### config.mk
export PLATFORM = sky130hd
export DESIGN_NAME = beat_timer
export DESIGN_NICKNAME = d
export VERILOG_FILES = /design/src/rtl/beat_timer.sv
export SDC_FILE = /design/constraint.sdc
export NUM_CORES = 1
export LEC_CHECK = 0
export CORE_MARGIN = 10
export CORE_UTILIZATION = 40
export CTS_BUF_LIST = sky130_fd_sc_hd__clkbuf_4 sky130_fd_sc_hd__clkbuf_8
export DETAILED_ROUTE_END_ITERATION = 16
export PLACE_DENSITY = 0.8
export SYNTH_ARGS = -nofsm -noshare
export SYNTH_HDL_FRONTEND = slang
export SYNTH_SLANG_ARGS = --single-unit
### constraint.sdc
create_clock -name T3 -period 2.6 [get_ports T3]
set_input_delay 0.52 -clock T3 [delete_from_list [all_inputs] [get_ports T3]]
set_output_delay 0.52 -clock T3 [all_outputs]
set_load 0.01 [all_outputs]
### src/rtl/beat_timer.sv
// Beat timing generator for the hardwired controller: emits the one-hot
// W1/W2/W3 beat, tracks run/halt state from a debounced console start,
// single-step mode and controller STOP, and counts instruction cycles.
module beat_timer #(
   parameter int DEBOUNCE_CYCLES = 2,
   parameter int CNT_W           = 8
) (
   input  logic             T3,
   input  logic             CLR,
   input  logic             QD,
   input  logic             DP,
   input  logic             SHORT,
   input  logic             LONG,
   input  logic             STOP,
   output logic [3:1]       W,
   output logic             RUN,
   output logic             CYC_DONE,
   output logic [CNT_W-1:0] INSTR_CNT
);

   localparam int               DEB_W    = $clog2(DEBOUNCE_CYCLES + 1);
   localparam logic [DEB_W-1:0] DEB_LAST = DEB_W'(DEBOUNCE_CYCLES - 1);

   // Beat state is stored directly in its one-hot output encoding.
   typedef enum logic [2:0] {
      BEAT_W1 = 3'b001,
      BEAT_W2 = 3'b010,
      BEAT_W3 = 3'b100
   } beat_t;

   beat_t              beat_q, beat_d;
   logic               run_q, run_d;
   logic               armed_q, armed_d;
   logic [DEB_W-1:0]   deb_q, deb_d;
   logic               done_q;
   logic [CNT_W-1:0]   cnt_q, cnt_d;
   logic               cyc_end;

   // State register; CLR overrides every other input.
   always_ff @(posedge T3) begin
      if (CLR) begin
         beat_q  <= BEAT_W1;
         run_q   <= 1'b0;
         armed_q <= 1'b0;
         deb_q   <= '0;
         done_q  <= 1'b0;
         cnt_q   <= '0;
      end else begin
         beat_q  <= beat_d;
         run_q   <= run_d;
         armed_q <= armed_d;
         deb_q   <= deb_d;
         done_q  <= cyc_end;
         cnt_q   <= cnt_d;
      end
   end

   // Beat sequencing: advances only while running; illegal codes fall back to W1.
   always_comb begin
      beat_d  = beat_q;
      cyc_end = 1'b0;
      case (beat_q)
         BEAT_W1: begin
            if (run_q) begin
               if (SHORT) cyc_end = 1'b1;
               else       beat_d  = BEAT_W2;
            end
         end
         BEAT_W2: begin
            if (run_q) begin
               if (LONG) begin
                  beat_d = BEAT_W3;
               end else begin
                  beat_d  = BEAT_W1;
                  cyc_end = 1'b1;
               end
            end
         end
         BEAT_W3: begin
            if (run_q) begin
               beat_d  = BEAT_W1;
               cyc_end = 1'b1;
            end
         end
         default: beat_d = BEAT_W1;
      endcase
   end

   // Run/halt control: debounced start while halted, STOP and single-step halts.
   always_comb begin
      run_d   = run_q;
      armed_d = armed_q;
      deb_d   = '0;
      if (run_q && (STOP || (DP && cyc_end))) begin
         run_d = 1'b0;
      end
      // A low sample always re-arms and clears the debounce count; high
      // samples only count while halted and armed, so a held button
      // never retriggers.
      if (!QD) begin
         armed_d = 1'b1;
      end else if (!run_q && armed_q) begin
         if (deb_q == DEB_LAST) begin
            run_d   = 1'b1;
            armed_d = 1'b0;
         end else begin
            deb_d = deb_q + DEB_W'(1);
         end
      end
   end

   // Instruction-cycle counter, wraps naturally at 2^CNT_W.
   always_comb begin
      cnt_d = cnt_q;
      if (cyc_end) cnt_d = cnt_q + CNT_W'(1);
   end

   assign W         = beat_q;
   assign RUN       = run_q;
   assign CYC_DONE  = done_q;
   assign INSTR_CNT = cnt_q;

endmodule

==> results by group <==
Drt
  – 1st-pass router iterations: 4
  – WL per Instance: 13.2 um
  – ANT nets after route: 0
  – Post-Route WL: 1680 um
  – DRT iter0 DRCs: 10
  – DR DRC count: 0
  – Vias per cell: 5.41
  – Routed via count: 692

Power
  – Combinational share of power: 0.053
  – Sw power: roughly 0.09 mW
  – Net Sw Frac: 0.208
  – P per Cell Area: ~440 nW/um^2
  – Static leakage: 0.325 nW
  – Sequential Power Share: 0.569
  – Power Total: 0.437 mW
  – P_int: 0.346 mW
  – Worst VDD drop: ~0.32 mV
  – Clk pwr share: 0.378

Setup path
  – CP arrival: 2240 ps
  – CP Max Fanout: 15
  – Setup Crit Path Kind: in2reg
  – CP required: 2830 ps
  – Critical Path Start Type: primary input
  – Worst Setup End Kind: flop

Clocking
  – CTS Hold Buffers Added: 0
  – CTS Buf Count: 3
  – Worst skew pair latency: 290 ps
  – H-tree depth: 1
  – Setup repair bufs after CTS: 0
  – TritonCTS clock tree: yes
  – CTS Buffer Depth: 2
  – Clock slew at reported path FFs: 90 ps
  – Root buf cell: clkbuf_4
  – Num Clock Sinks: 16
  – Cts repair resizes: 0

Floorplan
  – Die W: between 60 and 70 um
  – Die area: 3990 um^2
  – Total core area: 1750 um^2
  – Rows: 15
  – I/O pins: 20
  – Die Y: 63.2 um
  – Initial core utilization: 0.427

Synth
  – Simple-gate area share of the yosys netlist: 0.289
  – Sequential area share after synthesis: 0.430
  – Post-synthesis register bit count: 16
  – Syn avg cell area: approximately 9.2 um^2
  – Synth Instances: approximately 80
  – Mapped Nets: 90
  – Largest family of logic cells by synthesized area: simple AND/OR/NAND/NOR gates
  – Multiplexer area fraction after synthesis: 0.0134
  – XOR/XNOR Fraction of Synth Area: 0.0117
  – Yosys cell types: 33
  – Adder-Cell Fraction of Synth Area: 0.0336
  – Cell area after synthesis: 746 um^2
  – Synth Warn #: 0
  – Synth Area in Compound Gates: 0.186

Final layout
  – Final net count: 113
  – # diodes: 0
  – Utilization after layout: 0.574
  – Share of layout cells above drive strength 1: 0.0874
  – Non-filler cells in the finished layout: roughly 130
  – Fillers: 171
  – Area growth syn-to-layout: 34.4%

STA
  – Fmax: 0.497 GHz
  – Crit share post-route: 0.773
  – Slew margin rel.: 0.749
  – # setup viols final: 0
  – Final hold violations: 0
  – Clock Skew: between 5 and 6 ps
  – Pins Over Slew Limit: 0
  – Least-Margin Pin Slew: 371 ps
  – RSZ-0062 raised after global routing: false
  – Hold Slack: 422 ps
  – Period minus WS final: 2010 ps
  – Setup tns final: 0 ps

Status
  – Outcome: finished, final reports clean

Place
  – RD Place Congestion: approximately 0.77
  – Post-DP HPWL: about 1300 um
  – Post-Place Cells: between 100 and 150
  – I/O Buffers: 19

Hold path
  – Hold Path Class: reg2reg

Global route
  – Total grt overflow: 0
  – All-Layer GR Usage: 0.0873
  – Largest net degree at the start of global routing: 16
  – Initial antenna violation count: 0
  – Global-route wire length before repair: about 2900 um
  – Vias in the first global route: 691

Flow run
  – Max Cap Viol: 0
[path summary, 6_finish.rpt]
kind	startpoint	end	slack [ps]	cells past startpoint
max	LONG	INSTR_CNT[7]	590	6
min	deb_q[0]	deb_q[0]	420	1
max reg2reg	W[2]	INSTR_CNT[7]	770	5
min reg2reg	deb_q[0]	deb_q[0]	420	1
[worst max-delay path, stage by stage]
cell,delay [ps]
clkdlybuf4s50_1,450
nor4b_2,310
o31ai_2,90
buf_4,200
or4b_1,510
a21oi_1,160
[sequential cells by signal, summed over array words and instances (netlist names)]
register	flops
W	3
INSTR_CNT	8
RUN	1
armed_q	1
CYC_DONE	1
deb_q	2
[placed cells by master, fill, tap and decap left out]
cell and instances:
nand4b_1 1, o21ai_0 4, dfxtp_1 16, buf_4 2
nor3_1 2, clkdlybuf4s50_1 19, nor3b_2 1, o31ai_2 1
and2b_1 1, clkbuf_8 1, mux2i_1 1, nor2_1 8
o32a_1 1, nor4b_2 1, nand2_1 3, nand3_1 3
o31ai_1 3, nand2b_1 2, nor4bb_1 1, o21a_1 1
clkbuf_4 3, or4_1 2, o41ai_1 1, a32o_1 1
a22oi_1 1, and4bb_1 1, nor3b_1 1, a21oi_1 8
or4b_1 1, nor2b_1 2, inv_1 3, ha_1 2
xor2_1 1, or3_1 4
[stage by stage]
stage                     area [um^2]  worst slack (ps)
after floorplan                   746               991
after global placement            966               362
after detailed placement          966               280
after CTS                        1000               592
after global routing             1000               493
final                            1000               589
[synth_stat cells]
| cell type | number | area [um^2] |
|---|---|---|
| dfxtp_1 | 16 | 320 |
| a21oi_1 | 8 | 40.0 |
| nor2_1 | 8 | 30.0 |
| o21ai_0 | 4 | 20.0 |
| or3_1 | 4 | 25.0 |
| inv_1 | 3 | 11.3 |
| nand2_1 | 3 | 11.3 |
| nand3_1 | 3 | 15.0 |
| o31ai_1 | 3 | 22.5 |
| ha_1 | 2 | 25.0 |
| nand2b_1 | 2 | 12.5 |
| nor2b_1 | 2 | 12.5 |
| nor3_1 | 2 | 10.0 |
| or4_1 | 2 | 15.0 |
| a22oi_1 | 1 | 7.51 |
| a32o_1 | 1 | 10.0 |
| and2b_1 | 1 | 7.51 |
| and4bb_1 | 1 | 12.5 |
| buf_2 | 1 | 5.00 |
| buf_4 | 1 | 7.51 |
| clkbuf_1 | 1 | 3.75 |
| mux2i_1 | 1 | 10.0 |
| nand4b_1 | 1 | 8.76 |
| nor3b_1 | 1 | 7.51 |
| nor3b_2 | 1 | 12.5 |
| nor4b_2 | 1 | 15.0 |
| nor4bb_1 | 1 | 10.0 |
| o21a_1 | 1 | 7.51 |
| o31ai_2 | 1 | 12.5 |
| o32a_1 | 1 | 10.0 |
| o41ai_1 | 1 | 8.76 |
| or4b_1 | 1 | 10.0 |
| xor2_1 | 1 | 8.76 |
[final cells by class]
cell class                      count  area [um^2]  area share
Sequential cell                    16          320       0.320
Tap cell                           25         31.3      0.0312
Clock buffer                        4         36.3      0.0362
Multi-Input combinational cell     59          398       0.397
Inverter                            3         11.3      0.0112
Timing Repair Buffer               21          205       0.205
[power groups by stage]
stage	combinational [mW]	sequential, mW	clock, mW
3_5_place_dp	0.0231	0.254	0
2_1_floorplan	0.00893	0.254	0
4_1_cts	0.0232	0.249	0.169
3_3_place_gp	0.0223	0.254	0
6_report	0.0230	0.249	0.165
5_1_grt	0.0251	0.249	0.180
[routing by layer]
metal  GRT usage  up-vias  part of all wire
li1            -      344                 -
met1      0.0918      323              0.47
met2       0.136       20              0.44
met3      0.0406        5             0.069
met4      0.0601        0             0.024
met5           0        -                 0
[cell families (layout without fill, tap and decap cells)]
logic type	after synthesis	in the layout
AND/OR/NAND/NOR	34	34
buffers and inverters	6	28
AO/OA/AOI/OAI	21	21
flip-flops	16	16
XOR/XNOR	1	1
multiplexers	1	1
adder cells (fa/ha/maj)	2	2
(Power assumes the default switching activity.)
